$ cat src/rtl/reg_wb_unit.sv
// Register file with a MEM/WB write-back pipeline, EX/MEM/WB operand forwarding,
// stall/flush bubble control and a commit counter.
module reg_wb_unit (
  input  logic        clk,
  input  logic        rstn,
  input  logic        ex_we_i,
  input  logic [4:0]  ex_waddr_i,
  input  logic [31:0] ex_wdata_i,
  input  logic        stall_i,
  input  logic        flush_i,
  input  logic [4:0]  raddr1_i,
  input  logic [4:0]  raddr2_i,
  output logic [31:0] rdata1_o,
  output logic [31:0] rdata2_o,
  output logic        wb_we_o,
  output logic [4:0]  wb_waddr_o,
  output logic [31:0] wb_wdata_o,
  output logic [31:0] commit_cnt_o
);

  logic [31:0] r_regs [32];
  logic        r_mem_we;
  logic [4:0]  r_mem_waddr;
  logic [31:0] r_mem_wdata;
  logic        r_wb_we;
  logic [4:0]  r_wb_waddr;
  logic [31:0] r_wb_wdata;
  logic [31:0] r_commit_cnt;

  logic w_ex_we;
  logic w_ex_fwd;
  logic w_commit;

  // A write to R0 is folded into we=0 at capture, so later stages never see it.
  assign w_ex_we  = ex_we_i && (ex_waddr_i != 5'd0);
  assign w_ex_fwd = w_ex_we && !flush_i;
  assign w_commit = r_wb_we && (r_wb_waddr != 5'd0);

  // NOTE: non-blocking assignments so MEM->WB transfer sees the pre-edge MEM value.
  always_ff @(posedge clk) begin
    if (!rstn) begin
      r_mem_we    <= 1'b0;
      r_mem_waddr <= 5'd0;
      r_mem_wdata <= 32'd0;
      r_wb_we     <= 1'b0;
      r_wb_waddr  <= 5'd0;
      r_wb_wdata  <= 32'd0;
    end else begin
      if (flush_i) begin
        r_mem_we    <= 1'b0;
        r_mem_waddr <= 5'd0;
        r_mem_wdata <= 32'd0;
      end else if (!stall_i) begin
        r_mem_we    <= w_ex_we;
        r_mem_waddr <= ex_waddr_i;
        r_mem_wdata <= ex_wdata_i;
      end

      // Flush wins over stall for WB too: MEM still drains normally.
      if (stall_i && !flush_i) begin
        r_wb_we    <= 1'b0;
        r_wb_waddr <= 5'd0;
        r_wb_wdata <= 32'd0;
      end else begin
        r_wb_we    <= r_mem_we;
        r_wb_waddr <= r_mem_waddr;
        r_wb_wdata <= r_mem_wdata;
      end
    end
  end

  // NOTE: the array is reset entry by entry, so it maps to flops rather than a RAM macro.
  always_ff @(posedge clk) begin
    if (!rstn) begin
      for (int i = 0; i < 32; i++) r_regs[i] <= 32'd0;
    end else if (w_commit) begin
      r_regs[r_wb_waddr] <= r_wb_wdata;
    end
  end

  always_ff @(posedge clk) begin
    if (!rstn)         r_commit_cnt <= 32'd0;
    else if (w_commit) r_commit_cnt <= r_commit_cnt + 32'd1;
  end

  // Youngest in-flight write wins: EX, then MEM, then WB, then the array.
  function automatic logic [31:0] fwd_read(input logic [4:0] raddr);
    logic [31:0] v;
    // NOTE: v gets a value before any branch, so no path leaves it unassigned (no latch).
    v = r_regs[raddr];
    if (raddr == 5'd0)                                v = 32'd0;
    else if (w_ex_fwd && (ex_waddr_i == raddr))       v = ex_wdata_i;
    else if (r_mem_we && (r_mem_waddr == raddr))      v = r_mem_wdata;
    else if (r_wb_we && (r_wb_waddr == raddr))        v = r_wb_wdata;
    return v;
  endfunction

  always_comb begin
    rdata1_o = fwd_read(raddr1_i);
    rdata2_o = fwd_read(raddr2_i);
  end

  assign wb_we_o      = r_wb_we;
  assign wb_waddr_o   = r_wb_waddr;
  assign wb_wdata_o   = r_wb_wdata;
  assign commit_cnt_o = r_commit_cnt;

endmodule

$ cat config.mk
export PLATFORM = sky130hd
export DESIGN_NAME = reg_wb_unit
export DESIGN_NICKNAME = d
export VERILOG_FILES = /design/src/rtl/reg_wb_unit.sv
export SDC_FILE = /design/constraint.sdc
export NUM_CORES = 2
export LEC_CHECK = 0
export CAP_MARGIN = 10
export CORE_MARGIN = 4
export CORE_UTILIZATION = 25
export CTS_CLUSTER_DIAMETER = 60
export DETAILED_ROUTE_END_ITERATION = 8
export RECOVER_POWER = 25
export SLEW_MARGIN = 5
export SYNTH_ARGS = -nofsm -noshare
export SYNTH_HDL_FRONTEND = slang
export SYNTH_SLANG_ARGS = --single-unit
$ cat constraint.sdc
create_clock -name clk -period 5.45 [get_ports clk]
set_input_delay 0.8175 -clock clk [delete_from_list [all_inputs] [get_ports clk]]
set_output_delay 0.8175 -clock clk [all_outputs]
set_load 0.005 [all_outputs]
# After elaboration in Yosys (flattened, before gate mapping)
# Memories as Yosys holds them, arrays and structs flattened.
# Cells that the tools add are included.
[word_totals] register_bits=108 ramBits=1024 in_bits=52 output_inout_bits=134 wordCells=49 n_memories=1
[mem_list] memory="r_regs" words=32 width=32 read_ports=2 rd_ports_with_merged_regs=0 write_ports=32 line_no="21" text="logic [31:0] r_regs [32];"
[op_classes] n_addsub=1 n_eq_ne=6 muxes=15 bitwise=1 reduce_logical=18
[op_table] cell="two-way mux 32 bit" count=9
[op_table] cell="adder 32 x 1 -> 32 bit (second input constant)" count=1
[op_table] cell="OR reduction 32 bit" count=1
[op_table] cell="equality test 5 bit" count=6
[op_table] cell="logical AND 1 bit" count=10
[op_table] cell="zero test 5 bit" count=2
[op_table] cell="nonzero test 5 bit" count=2
[op_table] cell="two-way mux 1 bit" count=5
[op_table] cell="two-way mux 5 bit" count=1
[op_table] cell="OR reduction 2 bit" count=2
[op_table] cell="zero test 1 bit" count=1
[op_table] cell="NOT 1 bit" count=1

# Depth between registers and ports, before layout
[depth] word_depth=7 ltp_mapped=12 mapped_depth_nobuf=7

# Worst setup path after synthesis
# Ideal clock, no wire load.
[synth_path] kind="input to register" start="input rstn" end="memory r_regs[30][0], enable pin" setup_ns=0.466 arrival_time_ns=3.846 required_time_ns=4.984 path_slack_ns=1.139 path_stages=4 n_path_buf=2 cell_sequence="clkbuf_1 nand4b_1 clkbuf_1 o21ai_0"
[synth_rtl] item="from (decl)" line_no="5" text="input logic rstn,"
[synth_rtl] item="to (decl)" line_no="21"

# Final worst setup path
[layout_path] start="input ex_waddr_i[1]" end="output rdata2_o[13]"
[layout_via] elab_chain_cells=6 word_cells_on_any_way=7 classes_between="1 x eq/ne; 2 x mux; 4 x reduce/logical"
[layout_lines] item="from (decl)" line_no="7" text="input logic [4:0] ex_waddr_i,"
[layout_lines] item="nonzero test 5 bit" line_no="35" text="assign w_ex_we = ex_we_i && (ex_waddr_i != 5'd0);"
[layout_lines] item="logical AND 1 bit" line_no="35"
[layout_lines] item="logical AND 1 bit" line_no="36" text="assign w_ex_fwd = w_ex_we && !flush_i;"
[layout_lines] item="logical AND 1 bit *" line_no="92" text="else if (w_ex_fwd && (ex_waddr_i == raddr)) v = ex_wdata_i;"
[layout_lines] item="two-way mux 32 bit *" line_no="92"
[layout_lines] item="two-way mux 32 bit *" line_no="91" text="if (raddr == 5'd0) v = 32'd0;"
[layout_lines] item="to (decl)" line_no="14" text="output logic [31:0] rdata2_o,"
# Mark *: on every way between the ends. The rest lies on a longest branch, timed or not.

==> flow_summary.json <==
{
  "async_reset_ff_frac": 0,
  "synth_common_cells": "and2_1, edfxtp_1, mux4_2, clkbuf_1, mux2i_1",
  "dp.cells": 7643,
  "avgSynthCellArea_um2": 13.75,
  "stdcell_count": 7882,
  "antenna_found_initial": 7,
  "critPathRequiredTime_ns": 4.63,
  "synth_seq_cells": 1132,
  "rsz0062_at_grt": "no",
  "drt-initial-drc-count": 5189,
  "io_pins": 186,
  "start_util": 0.2520,
  "fin_nets": 4646,
  "yosysUniqueCellTypes": 65,
  "viasPerCell": 5.297,
  "vias": 41753,
  "cts_buffers": 133,
  "cp_slowest_cell": "or4_1",
  "clock-root-buffer": "clkbuf_16",
  "maxSlewHeadroom": -1.658,
  "cp-end-kind": "output port",
  "grt_max_degree": 64,
  "numPortBuffers": 185,
  "slowest_delay_ns": 0.72,
  "core_area_mm2": 0.2412,
  "detail-route-antenna-nets": 0,
  "clk_latency_ns": 0.77,
  "first_pass_iters": 6,
  "worst_pin_slew_ns": 3.987,
  "drt_wl_total_um": 226200,
  "synth_area_mm2": 0.06078,
  "yosys-top-cells-area": "edfxtp_1, mux4_2, and2_1, dfxtp_1, mux2i_1",
  "dp_slack_ns": 0.05971,
  "synth_edf_count": 1024,
  "gp_congestion": 0.9249,
  "leakagePower_nw": 25.35,
  "die_width_um": 501.1,
  "clk_pin_slew_ns": 0.06,
  "setup_slack_ns": 0.07691,
  "slew_viol_final": 494,
  "seq_area_frac_synth": 0.5415,
  "hp-class": "input port to register",
  "dpl.hpwl_um": 149100,
  "critPathKind": "input port to output port",
  "cts.sinks": 1132,
  "path_max_fanout": 12,
  "met1_length_um": 84120,
  "gr-total-overflow": 0,
  "finalSetupViolations": 0,
  "yosys.area.top_type_share": 0.5059,
  "drv_cap": 21,
  "p_per_area_mw_per_mm2": 295.4,
  "h-tree-depth": 4,
  "core.rowCount": 180,
  "synth_warnings": 0,
  "fmax_mhz": 186.1,
  "grt_pass1_wl_um": 316300,
  "synth_ff_type": "edfxtp_1",
  "critPathLaunchType": "input port",
  "area_growth_pct": 18.05,
  "dieArea_mm2": 0.2511,
  "fin_crit_sh": 0.9859,
  "clk_path_buf_depth": 3,
  "ir_drop_mv": 0.2542,
  "violations": "capacitance limit, slew limit",
  "tns_ns": 0,
  "finalHoldViolCount": 0,
  "synth_top_area_cell": "edfxtp_1",
  "synth.most_common_cell": "and2_1",
  "arrival_ns": 4.56,
  "routed.top_layer": "met4",
  "track_usage": 0.1743,
  "met2WireLength_um": 106100,
  "drive_gt1_frac": 0.2307,
  "drc": 0,
  "fin_crit_ns": 5.373,
  "status": "finished, violations left",
  "synth_cells": 4421,
  "wl_per_cell_um": 28.70,
  "die_y_um": 501.1,
  "skew_ns": 0.02607,
  "grt_pass1_vias": 41667,
  "dr_wl_met3_um": 20160,
  "crit_chain": "clkdlybuf4s50_1 -> or4_1 -> o211ai_2 -> or4_1 -> nand3_1 -> buf_4 -> nor3b_1 -> nor3_1 -> clkdlybuf4s50_1",
  "cts_tree": "yes"
}
worst max-delay path: cells and delay by family:
family | cells | cell delay, ns
compound gates | 1 | 0.15
simple gates | 5 | 1.91
buf+inv | 3 | 1.66
cell type report:
type / count / area (um^2)
multi-input cells: 2852 / 26280
fillers: 23922 / 169500
well taps: 3185 / 3985
repair buffers: 464 / 4218
clock inverters: 54 / 516.7
diodes: 3 / 7.507
clock buffers: 182 / 3794
flip-flops and latches: 1132 / 32910
inverters: 10 / 38.79
placed cells by master (no fill, tap or decap), types with 95 or more instances in the layout:
cell | synthesis | final
and2_0 | 1 | 153
and2_1 | 1034 | 882
buf_4 | 42 | 245
clkbuf_16 | 0 | 142
clkdlybuf4s50_1 | 0 | 149
dfxtp_1 | 108 | 108
edfxtp_1 | 1024 | 1024
mux2_2 | 95 | 95
mux2i_1 | 186 | 186
mux4_2 | 446 | 446
nand2_1 | 162 | 162
nor2_1 | 153 | 134
what timing repair did:
item                                    in CTS  in global routing
resized for setup                            0                  1
hold buffers                                 0                  0
endpoints found under the setup margin       0                  1
buffers inserted                             0                  0
where the power goes:
group | switching (mW) | total, mW | internal [mW]
combinational | 1.37 | 2.35 | 0.983
clock | 3.68 | 8.97 | 5.29
sequential | 0.158 | 9.88 | 9.72
sequential cells by signal, indices dropped and copies added, names as in the netlist:
register,count
r_regs,1024
wb_wdata_o,32
r_mem_waddr,5
r_mem_wdata,32
commit_cnt_o,32
wb_we_o,1
wb_waddr_o,5
r_mem_we,1
through the flow:
step / hold WS (ns) / area [um^2] / util / power [mW]
floorplan: 0.4644 / 60900 / - / 11.27
global placement: 0.4824 / 67640 / 0.2804 / 12.35
detailed placement: 0.5008 / 67640 / 0.2804 / 12.38
CTS: 0.2896 / 71950 / 0.2983 / 21.23
global route: 0.4601 / 71750 / 0.2974 / 21.71
finish: 0.4641 / 71750 / 0.2975 / 21.19
cell families (layout without fill, tap and decap cells):
group,after synthesis,in the layout,share of synthesized area
buffers and inverters,468,710,0.03415
and+or+nand+nor,1605,1605,0.1512
muxes,727,727,0.2135
AOI/OAI and AO/OA,431,431,0.05132
adders and majority gates,1,1,0.0002058
other,1,35,0.00006170
xor gates and xnor gates,56,56,0.008069
DFF,1132,1132,0.5415
routing by layer:
| layer | vias to the layer above | global-route usage |
|---|---|---|
| met5 | - | 0 |
| met2 | 2519 | 0.2823 |
| li1 | 17093 | - |
| met3 | 587 | 0.03312 |
| met4 | 0 | 0.1059 |
| met1 | 21554 | 0.2156 |
worst paths after layout:
kind,cells after the start,slack [ns],start,to
setup / recovery,9,0.08,ex_waddr_i[1],rdata2_o[13]
hold / removal,2,0.46,rstn,commit_cnt_o[8]
setup reg to reg,4,0.34,wb_waddr_o[3],r_regs[11][7]
hold reg to reg,2,0.50,commit_cnt_o[23],commit_cnt_o[23]
(Power assumes the default switching activity.)
